## src/rtl/seq_div_16.sv

```systemverilog
// Sequential restoring unsigned divider: one quotient bit per clock with a
// start/busy/done handshake; divide-by-zero short-circuits straight to DONE.
//
// state | meaning
// IDLE  | waiting for start; first restoring step happens on the accepting edge
// CALC  | one restoring step per edge until all WIDTH quotient bits are formed
// DONE  | results valid, done pulses for one cycle, then back to IDLE
module seq_div_16 #(
    parameter int WIDTH = 16
) (
    input  logic             clk,
    input  logic             reset,
    input  logic             start,
    input  logic [WIDTH-1:0] dividend,
    input  logic [WIDTH-1:0] divisor,
    output logic             busy,
    output logic             done,
    output logic [WIDTH-1:0] quotient,
    output logic [WIDTH-1:0] remainder,
    output logic             div_by_zero
);

    localparam int CW = $clog2(WIDTH);

    typedef enum logic [1:0] {
        IDLE = 2'd0,
        CALC = 2'd1,
        DONE = 2'd2
    } state_t;

    state_t           state;
    logic [CW-1:0]    count;
    logic [WIDTH-1:0] q_work;
    logic [WIDTH-1:0] r_work;
    logic [WIDTH-1:0] d_work;

    logic [WIDTH-1:0] op_q;
    logic [WIDTH-1:0] op_r;
    logic [WIDTH-1:0] op_d;
    logic [WIDTH:0]   sh;
    logic [WIDTH:0]   diff;
    logic [WIDTH-1:0] nxt_q;
    logic [WIDTH-1:0] nxt_r;

    // In IDLE the step operates on the incoming operands so the accepting
    // edge already produces quotient bit WIDTH-1.
    always_comb begin
        op_q = q_work;
        op_r = r_work;
        op_d = d_work;
        if (state == IDLE) begin
            op_q = dividend;
            op_r = '0;
            op_d = divisor;
        end
        sh   = {op_r, op_q[WIDTH-1]};
        diff = sh - {1'b0, op_d};
        // A restored remainder is always below the divisor, so WIDTH bits hold it.
        if (!diff[WIDTH]) begin
            nxt_r = diff[WIDTH-1:0];
            nxt_q = {op_q[WIDTH-2:0], 1'b1};
        end else begin
            nxt_r = sh[WIDTH-1:0];
            nxt_q = {op_q[WIDTH-2:0], 1'b0};
        end
    end

    always_ff @(posedge clk or negedge reset) begin
        if (!reset) begin
            state       <= IDLE;
            count       <= '0;
            q_work      <= '0;
            r_work      <= '0;
            d_work      <= '0;
            quotient    <= '0;
            remainder   <= '0;
            div_by_zero <= 1'b0;
        end else begin
            case (state)
                IDLE: begin
                    if (start) begin
                        if (divisor == '0) begin
                            quotient    <= '1;
                            remainder   <= dividend;
                            div_by_zero <= 1'b1;
                            state       <= DONE;
                        end else begin
                            q_work <= nxt_q;
                            r_work <= nxt_r;
                            d_work <= divisor;
                            count  <= CW'(1);
                            state  <= CALC;
                        end
                    end
                end
                CALC: begin
                    q_work <= nxt_q;
                    r_work <= nxt_r;
                    count  <= count + CW'(1);
                    if (count == CW'(WIDTH - 1)) begin
                        quotient    <= nxt_q;
                        remainder   <= nxt_r;
                        div_by_zero <= 1'b0;
                        state       <= DONE;
                    end
                end
                DONE: begin
                    state <= IDLE;
                end
                default: begin
                    state <= IDLE;
                end
            endcase
        end
    end

    assign busy = (state != IDLE);
    assign done = (state == DONE);

endmodule

```

## config.mk

```make
export PLATFORM = sky130hd
export DESIGN_NAME = seq_div_16
export DESIGN_NICKNAME = d
export VERILOG_FILES = /design/src/rtl/seq_div_16.sv
export SDC_FILE = /design/constraint.sdc
export NUM_CORES = 1
export LEC_CHECK = 0
export BUFFER_PORTS_ARGS = -buffer_cell sky130_fd_sc_hd__buf_2
export CORE_MARGIN = 5
export CORE_UTILIZATION = 45
export DETAILED_ROUTE_END_ITERATION = 12
export MAX_ROUTING_LAYER = met4
export PLACE_DENSITY = 0.64
export SETUP_SLACK_MARGIN = 0.5
export SLEW_MARGIN = 10
export SYNTH_ARGS = -nofsm -noshare
export SYNTH_HDL_FRONTEND = slang
export SYNTH_SLANG_ARGS = --single-unit
```

## constraint.sdc

```tcl
create_clock -name clk -period 5.3 [get_ports clk]
set_clock_uncertainty 0.1 [all_clocks]
set_input_delay 0.53 -clock clk [delete_from_list [all_inputs] [get_ports clk]]
set_output_delay 0.53 -clock clk [all_outputs]
set_load 0.01 [all_outputs]
```

# ---- Word-level counts from Yosys, hierarchy flattened
# Index checks and enable logic that the tools add are counted.
dict set report classes {
  muxes 30
  n_reduce_logical 8
  addsub 2
  n_eq_ne 7
  bitwise_logic 1
}
# operator n
set ops {}
lappend ops {{$mux 16} 14}
lappend ops {{$pmux 16 s2} 4}
lappend ops {{$sub 17x16->17} 1}
lappend ops {{$logic_not 16->1} 1}
lappend ops {{$mux 4} 2}
lappend ops {{$pmux 4 s2} 1}
lappend ops {{$mux 2} 3}
lappend ops {{$ne 2x2->1 const B} 3}
lappend ops {{$reduce_and 3->1} 2}
lappend ops {{$add 4x1->4 const B} 1}
lappend ops {{$eq 4x4->1 const B} 1}
lappend ops {{$mux 1} 4}
lappend ops {{$pmux 2 s2} 1}
lappend ops {{$reduce_and 4->1} 1}
lappend ops {{$reduce_bool 2->1} 2}
lappend ops {{$eq 2x1->1 const B} 1}
lappend ops {{$eq 2x2->1 const B} 1}
lappend ops {{$logic_not 2->1} 1}
lappend ops {{$ne 2x1->1 const B} 1}
lappend ops {{$pmux 1 s2} 1}
lappend ops {{$reduce_and 2->1} 1}
lappend ops {{$not 1->1} 1}
dict set report totals {
  reg_bits 87
  out_inout_bits 35
  input_bits 35
  word_cells 56
}

# ---- Longest topological paths before layout
# Gate-level depths: netlist of the first run.
dict set report depth {
  ltp_word 7
  depth_mapped 18
  mapped_depth_nobuf 14
}

# ---- Worst setup path before layout of the first run
# No wires, ideal clock.
dict set report synth_timing {
  path_type {register -> register}
  start {reg state[1]}
  end {reg remainder[0]}
  stages_incl_launch_ff 19
  required_time_ns 5.120
  path_slack_ns 1.475
  setup_ns 0.080
  synth_period_minus_slack_ns 3.825
  arrival_ns 3.645
  path_buffers 4
  cell_sequence {dfrtp_1 buf_2 nor2_4 inv_1 buf_2 buf_1 nand2_1 nand2_1 ha_1 inv_1 fa_1 a211oi_1 o21ai_1 a21boi_1 o21ai_2 xor2_2 buf_6 mux2_4 o22ai_2}
}
dict set report synth_between {
  elab_chain_len 6
  elab_cells_between_ends 14
  cone_classes {1 x add/sub; 4 x eq/ne; 6 x mux; 3 x reduce/logical}
}
# item line_no
set synth_rtl {}
lappend synth_rtl {{from (decl)} 31} ;# state_t state;
lappend synth_rtl {{from (signal assigned)} 70} ;# state <= IDLE;
lappend synth_rtl {{from (signal assigned)} 86} ;# state <= DONE;
lappend synth_rtl {{from (signal assigned)} 92} ;# state <= CALC;
lappend synth_rtl {{$logic_not 2->1} {51, 79}}
lappend synth_rtl {{$mux 16} 51} ;# if (state == IDLE) begin
lappend synth_rtl {{$sub 17x16->17} 57} ;# diff = sh - {1'b0, op_d};
lappend synth_rtl {{$mux 16} 59} ;# if (!diff[WIDTH]) begin
lappend synth_rtl {{$mux 16} 100} ;# if (count == CW'(WIDTH - 1)) begin
lappend synth_rtl {{$pmux 16 s2} 79} ;# case (state)
lappend synth_rtl {{to (signal assigned)} 84} ;# remainder <= dividend;
lappend synth_rtl {{to (signal assigned)} 102} ;# remainder <= nxt_r;
lappend synth_rtl {{to (decl)} 19} ;# output logic [WIDTH-1:0] remainder,
# Several ways; a longest one is shown, not always the timed one. The select of a mux whose other input is x is not followed.
# A chain may end at the register's enable or synchronous reset.

# ---- Final worst setup path of the first run
# Ends and elaborated chain as after synthesis.

==> results.json, run 1 <==
{
  "fin_util_pct": 52.5,
  "wirelength_mm": 11.9,
  "place.detailed.hpwl_mm": 8.87,
  "finish.instance_area_um2": 5440,
  "groute.usage.overall_pct": 20.3,
  "num_antenna_cells": 0,
  "areaGrowthSynthToFinish_pct": 13.5,
  "floorplan.die.height_um": 113,
  "post_synth_edffs": 0,
  "finalCritPeriodShare_pct": 75.9,
  "synth_fp_nets": 549,
  "fraction_of_final_layout_cells_sized_beyond_drive_strength_1_pct": 21.0,
  "clk-insertion-delay-late_ns": 0.37,
  "max-cap-violations": 0,
  "first_pass_iteration_count_of_the_detailed_router": 4,
  "floorplan.io_pins": 70,
  "remaining_drc_errors": 0,
  "timing.final.crit_period_ns": 4.02,
  "gp_routability_congestion": 0.849,
  "ys.warnings.count": 0,
  "place_worst_setup_slack_ns": 1.27,
  "post-synth-top-area-fraction_pct": 45.4,
  "core_area_um2": 10400,
  "clock-sinks": 87,
  "syn-instance-count": 496,
  "synth_seq_cells": 87,
  "initialDrtViolationCount": 202,
  "worst_slew_margin_rel_pct": 35.0,
  "final.setup.tns_ns": 0,
  "overflow": 0,
  "critPathMaxFanout": 34,
  "cp_data_arrival_time_ns": 4.22,
  "routed-via-count": 3784,
  "worst-slew-pin-transition_ns": 0.976,
  "ys_flop_type": "sky130_fd_sc_hd__dfrtp_1",
  "avgRoutedWirePerCell_um": 17.0,
  "post_synth_num_cell_types": 49,
  "met2_usage_pct": 32.0,
  "layout.nets": 611,
  "tritoncts": "built",
  "detail_route.vias_per_cell": 5.41,
  "synth.cell_area_um2": 4790,
  "post_synth.cell_area_avg_um2": 9.67,
  "synth_top_cells_by_area": "sky130_fd_sc_hd__dfrtp_1 45%, sky130_fd_sc_hd__mux2i_1 8.8%, sky130_fd_sc_hd__ha_1 4.4%",
  "portBuffers": 69,
  "cts.reportedPaths.clkPinSlew_ns": 0.09,
  "cts_setup_buffers": 0,
  "critPathKind": "reg -> reg",
  "hold_viol_final": 0,
  "maxSlewViolCount": 0,
  "ant_nets": 0,
  "grt_first_pass_wirelength_mm": 20.1,
  "cp-start-kind": "flip-flop",
  "layout_common_cells": "87 x sky130_fd_sc_hd__dfrtp_1, 68 x sky130_fd_sc_hd__buf_2, 52 x sky130_fd_sc_hd__nor2_1, 51 x sky130_fd_sc_hd__nand2_1",
  "clock_path_buffers": 2,
  "placed_area_um2": 5240,
  "die_width_um": 113,
  "synth-async-reset-ratio_pct": 100,
  "end_kind": "flip-flop",
  "area_of_the_die_um2": 12800,
  "final_critical_path_setup_slack_ns": 1.28,
  "cts.htree.levels": 3,
  "grt_most_used_layer": "met2",
  "run_status": "completed",
  "groute.layer.met3.usage_pct": 2.35,
  "grt_start_max_net_pins": 58,
  "root_buffer": "sky130_fd_sc_hd__clkbuf_8",
  "global_route.usage.met1_pct": 27.1,
  "layout.cells.most_common": "sky130_fd_sc_hd__dfrtp_1",
  "timing.hold.worst.class": "in -> reg",
  "tritoncts.num_buffers": 9,
  "antenna_found_initial": 0,
  "rsz0062_at_grt": "no",
  "critPathRequiredTime_ns": 5.50,
  "initial_core_util_pct": 46.2,
  "yosysSeqAreaShare_pct": 45.4,
  "maxClockFrequency_mhz": 249,
  "synthDominantAreaCellType": "sky130_fd_sc_hd__dfrtp_1",
  "core.rowCount": 37,
  "finalSetupViolCount": 0,
  "number_of_global_route_vias_before_repair": 3971
}
-- Yosys cell counts (all sizes together), types with 2 or more instances --
master	number
a211oi	2
a21boi	2
a21o	3
a21oi	44
a31oi	6
and2	17
buf	18
clkbuf	9
dfrtp	87
ha	17
inv	3
mux2	17
mux2i	42
nand2	51
nand2b	6
nand3	5
nand4	6
nor2	53
nor2b	4
nor4	5
o211ai	7
o21a	3
o21ai	44
o22ai	9
or2	2
or3	7
xnor2	6
xor2	13
-- path summary, 6_finish.rpt --
check | from | endpoint | slack, ns | cells past startpoint
worst max-delay path | state[1] | remainder[0] | 1.28 | 16
worst min-delay path | divisor[11] | d_work[11] | 0.32 | 2
worst min register to register | r_work[5] | r_work[5] | 0.37 | 2
worst max register to register | state[1] | remainder[0] | 1.28 | 16
min in group asynchronous | reset | quotient[4] | 0.53 | 2
max in group asynchronous | reset | r_work[5] | 3.48 | 3
-- per-layer routing --
| metal | part of all wire [%] | wire, µm |
|---|---|---|
| met5 | 0 | 0 |
| met4 | 1.6 | 189 |
| met3 | 2.9 | 347 |
| met2 | 49 | 5860 |
| met1 | 46 | 5520 |
-- timing repair --
action                                 4_1_cts  5_1_grt
resized for setup                            0        0
endpoints found under the hold margin       11        0
hold buffers                                 1        0
-- worst max-delay path, cell delays in order, from the launching register on --
cell                       delay [ns]
sky130_fd_sc_hd__dfrtp_1         0.46
sky130_fd_sc_hd__nor2_4          0.07
sky130_fd_sc_hd__inv_1           0.06
sky130_fd_sc_hd__buf_4           0.37
sky130_fd_sc_hd__nand2_1         0.10
sky130_fd_sc_hd__nand2_1         0.08
sky130_fd_sc_hd__ha_1            0.15
sky130_fd_sc_hd__inv_1           0.06
sky130_fd_sc_hd__fa_1            0.42
sky130_fd_sc_hd__a211oi_1        0.27
sky130_fd_sc_hd__o21ai_1         0.16
sky130_fd_sc_hd__a21boi_1        0.29
sky130_fd_sc_hd__o21ai_2         0.11
sky130_fd_sc_hd__xor2_2          0.41
sky130_fd_sc_hd__buf_4           0.32
sky130_fd_sc_hd__mux2_4          0.33
sky130_fd_sc_hd__o22ai_2         0.15
-- sequential cells by signal (all words and copies together) (netlist names) --
| signal | count |
|---|---|
| d_work | 16 |
| count | 4 |
| remainder | 16 |
| r_work | 16 |
| quotient | 16 |
| state | 2 |
| q_work | 16 |
| div_by_zero | 1 |
-- kinds of logic after synthesis --
group,after synthesis,share of synthesized area (%)
buffers and inverters,31,3.00
xor gates and xnor gates,19,3.63
DFF,87,45.4
AOI/OAI and AO/OA,125,15.2
muxes,59,12.8
adders and majority gates,18,4.85
and+or+nand+nor,157,15.1
-- per-stage QoR --
stage          std cells  hold WS, ns
2_1_floorplan        496        0.134
6_report             699        0.321
3_3_place_gp         682        0.354
3_5_place_dp         682        0.362
4_1_cts              699        0.305
5_1_grt              699        0.315
-- layout make-up --
cell class,count,area (µm²)
clock buffer,11,151
clock inverter,5,38.8
fill,997,4930
inverter,4,15.0
multi-input combinational,378,2470
sequential,87,2180
tap,136,170
timing repair buffer,78,418
Power of run 1 is not shown: default switching activity piles up to over one toggle a cycle in this logic, so the estimate is an artifact.
==> inputs of run 2 (changes only) <==
- PLACE_DENSITY: 0.64 -> 0.67
- clock period: 5.3 -> 3.4 ns (I/O delays scaled with it)
==> results.json, run 2 (synthesis gave the netlist of run 1 again) <==
{
  "final.hold.worst_slack_ns": -0.0809,
  "critPathKind": "reg -> reg",
  "core.rowCount": 37,
  "core_area_um2": 10400,
  "number_of_global_route_vias_before_repair": 4133,
  "crit_buf_inv": 3,
  "clock_path_buffers": 2,
  "fin_util_pct": 58.0,
  "antenna_found_initial": 0,
  "maxClockFrequency_mhz": 306,
  "worst-slew-pin-transition_ns": 0.804,
  "initial_core_util_pct": 46.2,
  "timing.final.crit_period_ns": 3.27,
  "area_of_the_die_um2": 12800,
  "crit_path_cell_trace": "nor2_4, mux2i_2, ha_2, inv_2, fa_2, a211oi_2, o21ai_2, a21boi_2, o21ai_2, xor2_2, buf_4, buf_12, mux2_4, o22ai_2",
  "finish.instance_area_um2": 6020,
  "maxSlewViolCount": 0,
  "num_antenna_cells": 0,
  "layout_common_cells": "87 x sky130_fd_sc_hd__dfrtp_1, 68 x sky130_fd_sc_hd__buf_2, 50 x sky130_fd_sc_hd__nor2_1, 49 x sky130_fd_sc_hd__nand2_1, 42 x sky130_fd_sc_hd__a21oi_1",
  "tritoncts.num_buffers": 9,
  "max-cap-violations": 0,
  "placed_cells": 689,
  "areaGrowthSynthToFinish_pct": 25.5,
  "run_status": "complete, but fails checks",
  "ant_nets": 0,
  "critPathRequiredTime_ns": 3.60,
  "ff2ff_setup_slack_ns": 0.13,
  "cts.htree.levels": 3,
  "grt_first_pass_wirelength_mm": 20.5,
  "timing.hold.worst.class": "in -> async",
  "cts.reportedPaths.clkPinSlew_ns": 0.09,
  "final_critical_path_setup_slack_ns": 0.133,
  "root_buffer": "sky130_fd_sc_hd__clkbuf_8",
  "groute.usage.overall_pct": 20.5,
  "worst_path_dominant_cell_family": "compound AO/OA/AOI/OAI gates",
  "place.detailed.hpwl_mm": 8.68,
  "detail_route.vias_per_cell": 5.50,
  "placed_area_um2": 5330,
  "fillCellCount": 927,
  "number_of_gates_on_the_worst_path_with_buffers_counted": 14,
  "grt_start_max_net_pins": 88,
  "timing.critical_path.to": "remainder[0]",
  "fraction_of_final_layout_cells_sized_beyond_drive_strength_1_pct": 32.2,
  "layout.nets": 637,
  "longest_individual_stage_delay_on_the_worst_path_ns": 0.42,
  "tritoncts": "built",
  "die_width_um": 113,
  "cp_data_arrival_time_ns": 3.47,
  "reg_to_reg_critical_path_endpoint": "remainder[0]",
  "floorplan.io_pins": 70,
  "cp-start-kind": "flip-flop",
  "routed-via-count": 3975,
  "worst_slew_margin_rel_pct": 46.4,
  "overflow": 0,
  "layout.cells.most_common": "sky130_fd_sc_hd__dfrtp_1",
  "finalCritPeriodShare_pct": 96.1,
  "rsz0062_at_grt": "yes",
  "place_worst_setup_slack_ns": -0.0208,
  "wirelength_mm": 12.5,
  "critical_path.most_common_cell": "sky130_fd_sc_hd__o21ai_2",
  "finalNonFillerCells": 723,
  "cp-startpoint": "state[0]",
  "end_kind": "flip-flop",
  "remaining_drc_errors": 0,
  "avgRoutedWirePerCell_um": 17.2,
  "initialDrtViolationCount": 163,
  "critPathMaxFanout": 5,
  "critical_path.reg2reg.startpoint": "state[0]",
  "portBuffers": 69,
  "floorplan.die.height_um": 113,
  "first_pass_iteration_count_of_the_detailed_router": 5,
  "ff2ff_path_depth": 14,
  "gp_routability_congestion": 0.894,
  "hold_viol_final": 87,
  "violations": "hold timing",
  "finalSetupViolCount": 0,
  "critical-path-slowest-cell": "sky130_fd_sc_hd__dfrtp_1",
  "clk-insertion-delay-late_ns": 0.37,
  "clock-sinks": 87
}
## run 2: layout make-up
class                           count  area (µm²)  area share (%)
Inverter                            4        17.5           0.291
Multi-Input combinational cell    378        2790            46.3
Tap cell                          136         170            2.83
Clock buffer                        9         124            2.06
Sequential cell                    87        2180            36.2
Clock inverter                      5        36.3           0.603
Timing Repair Buffer              104         707            11.7
## run 2: routing by layer
metal,part of all wire (%),global-route usage (%),up-vias,wire length [µm]
met3,3.1,2.89,21,387
met5,0,-,-,0
met1,46,26.9,1947,5690
li1,-,-,1935,-
met2,49,33.2,72,6120
met4,2.0,6.49,0,247
## run 2: through the flow
step                hold slack [ns]  setup TNS, ns
floorplan                   -0.0556              0
global placement              0.362              0
detailed placement            0.367        -0.0208
CTS                           0.121              0
global route                 0.0103              0
finish                      -0.0809              0
## run 2: worst reg2reg max path: stages, from the launching register on
cell and delay (ns):
sky130_fd_sc_hd__dfrtp_1 0.42, sky130_fd_sc_hd__nor2_4 0.20, sky130_fd_sc_hd__mux2i_2 0.29, sky130_fd_sc_hd__ha_2 0.24, sky130_fd_sc_hd__inv_2 0.04, sky130_fd_sc_hd__fa_2 0.34, sky130_fd_sc_hd__a211oi_2 0.22, sky130_fd_sc_hd__o21ai_2 0.10
sky130_fd_sc_hd__a21boi_2 0.19, sky130_fd_sc_hd__o21ai_2 0.09, sky130_fd_sc_hd__xor2_2 0.23, sky130_fd_sc_hd__buf_4 0.16, sky130_fd_sc_hd__buf_12 0.13, sky130_fd_sc_hd__mux2_4 0.32, sky130_fd_sc_hd__o22ai_2 0.13
## run 2: what timing repair did
item | 4_1_cts | 5_1_grt
pin swaps | 14 | 13
cloned | 3 | 0
setup buffers | 14 | 3
endpoints found under the setup margin | 49 | 48
hold buffers | 0 | 0
resized for setup | 51 | 19
## run 2: worst min-delay path by stage
stage              start     endpoint  slack (ns)  depth (start not counted)
3_5_place_dp   r_work[6]    r_work[6]        0.37                          2
3_3_place_gp   r_work[6]    r_work[6]        0.36                          2
4_1_cts            reset  quotient[9]        0.12                          1
6_report           reset  quotient[8]       -0.08                          1
2_1_floorplan      reset     count[0]       -0.06                          0
5_1_grt            reset  quotient[4]        0.01                          1
Power of run 2 is left out for the same reason.
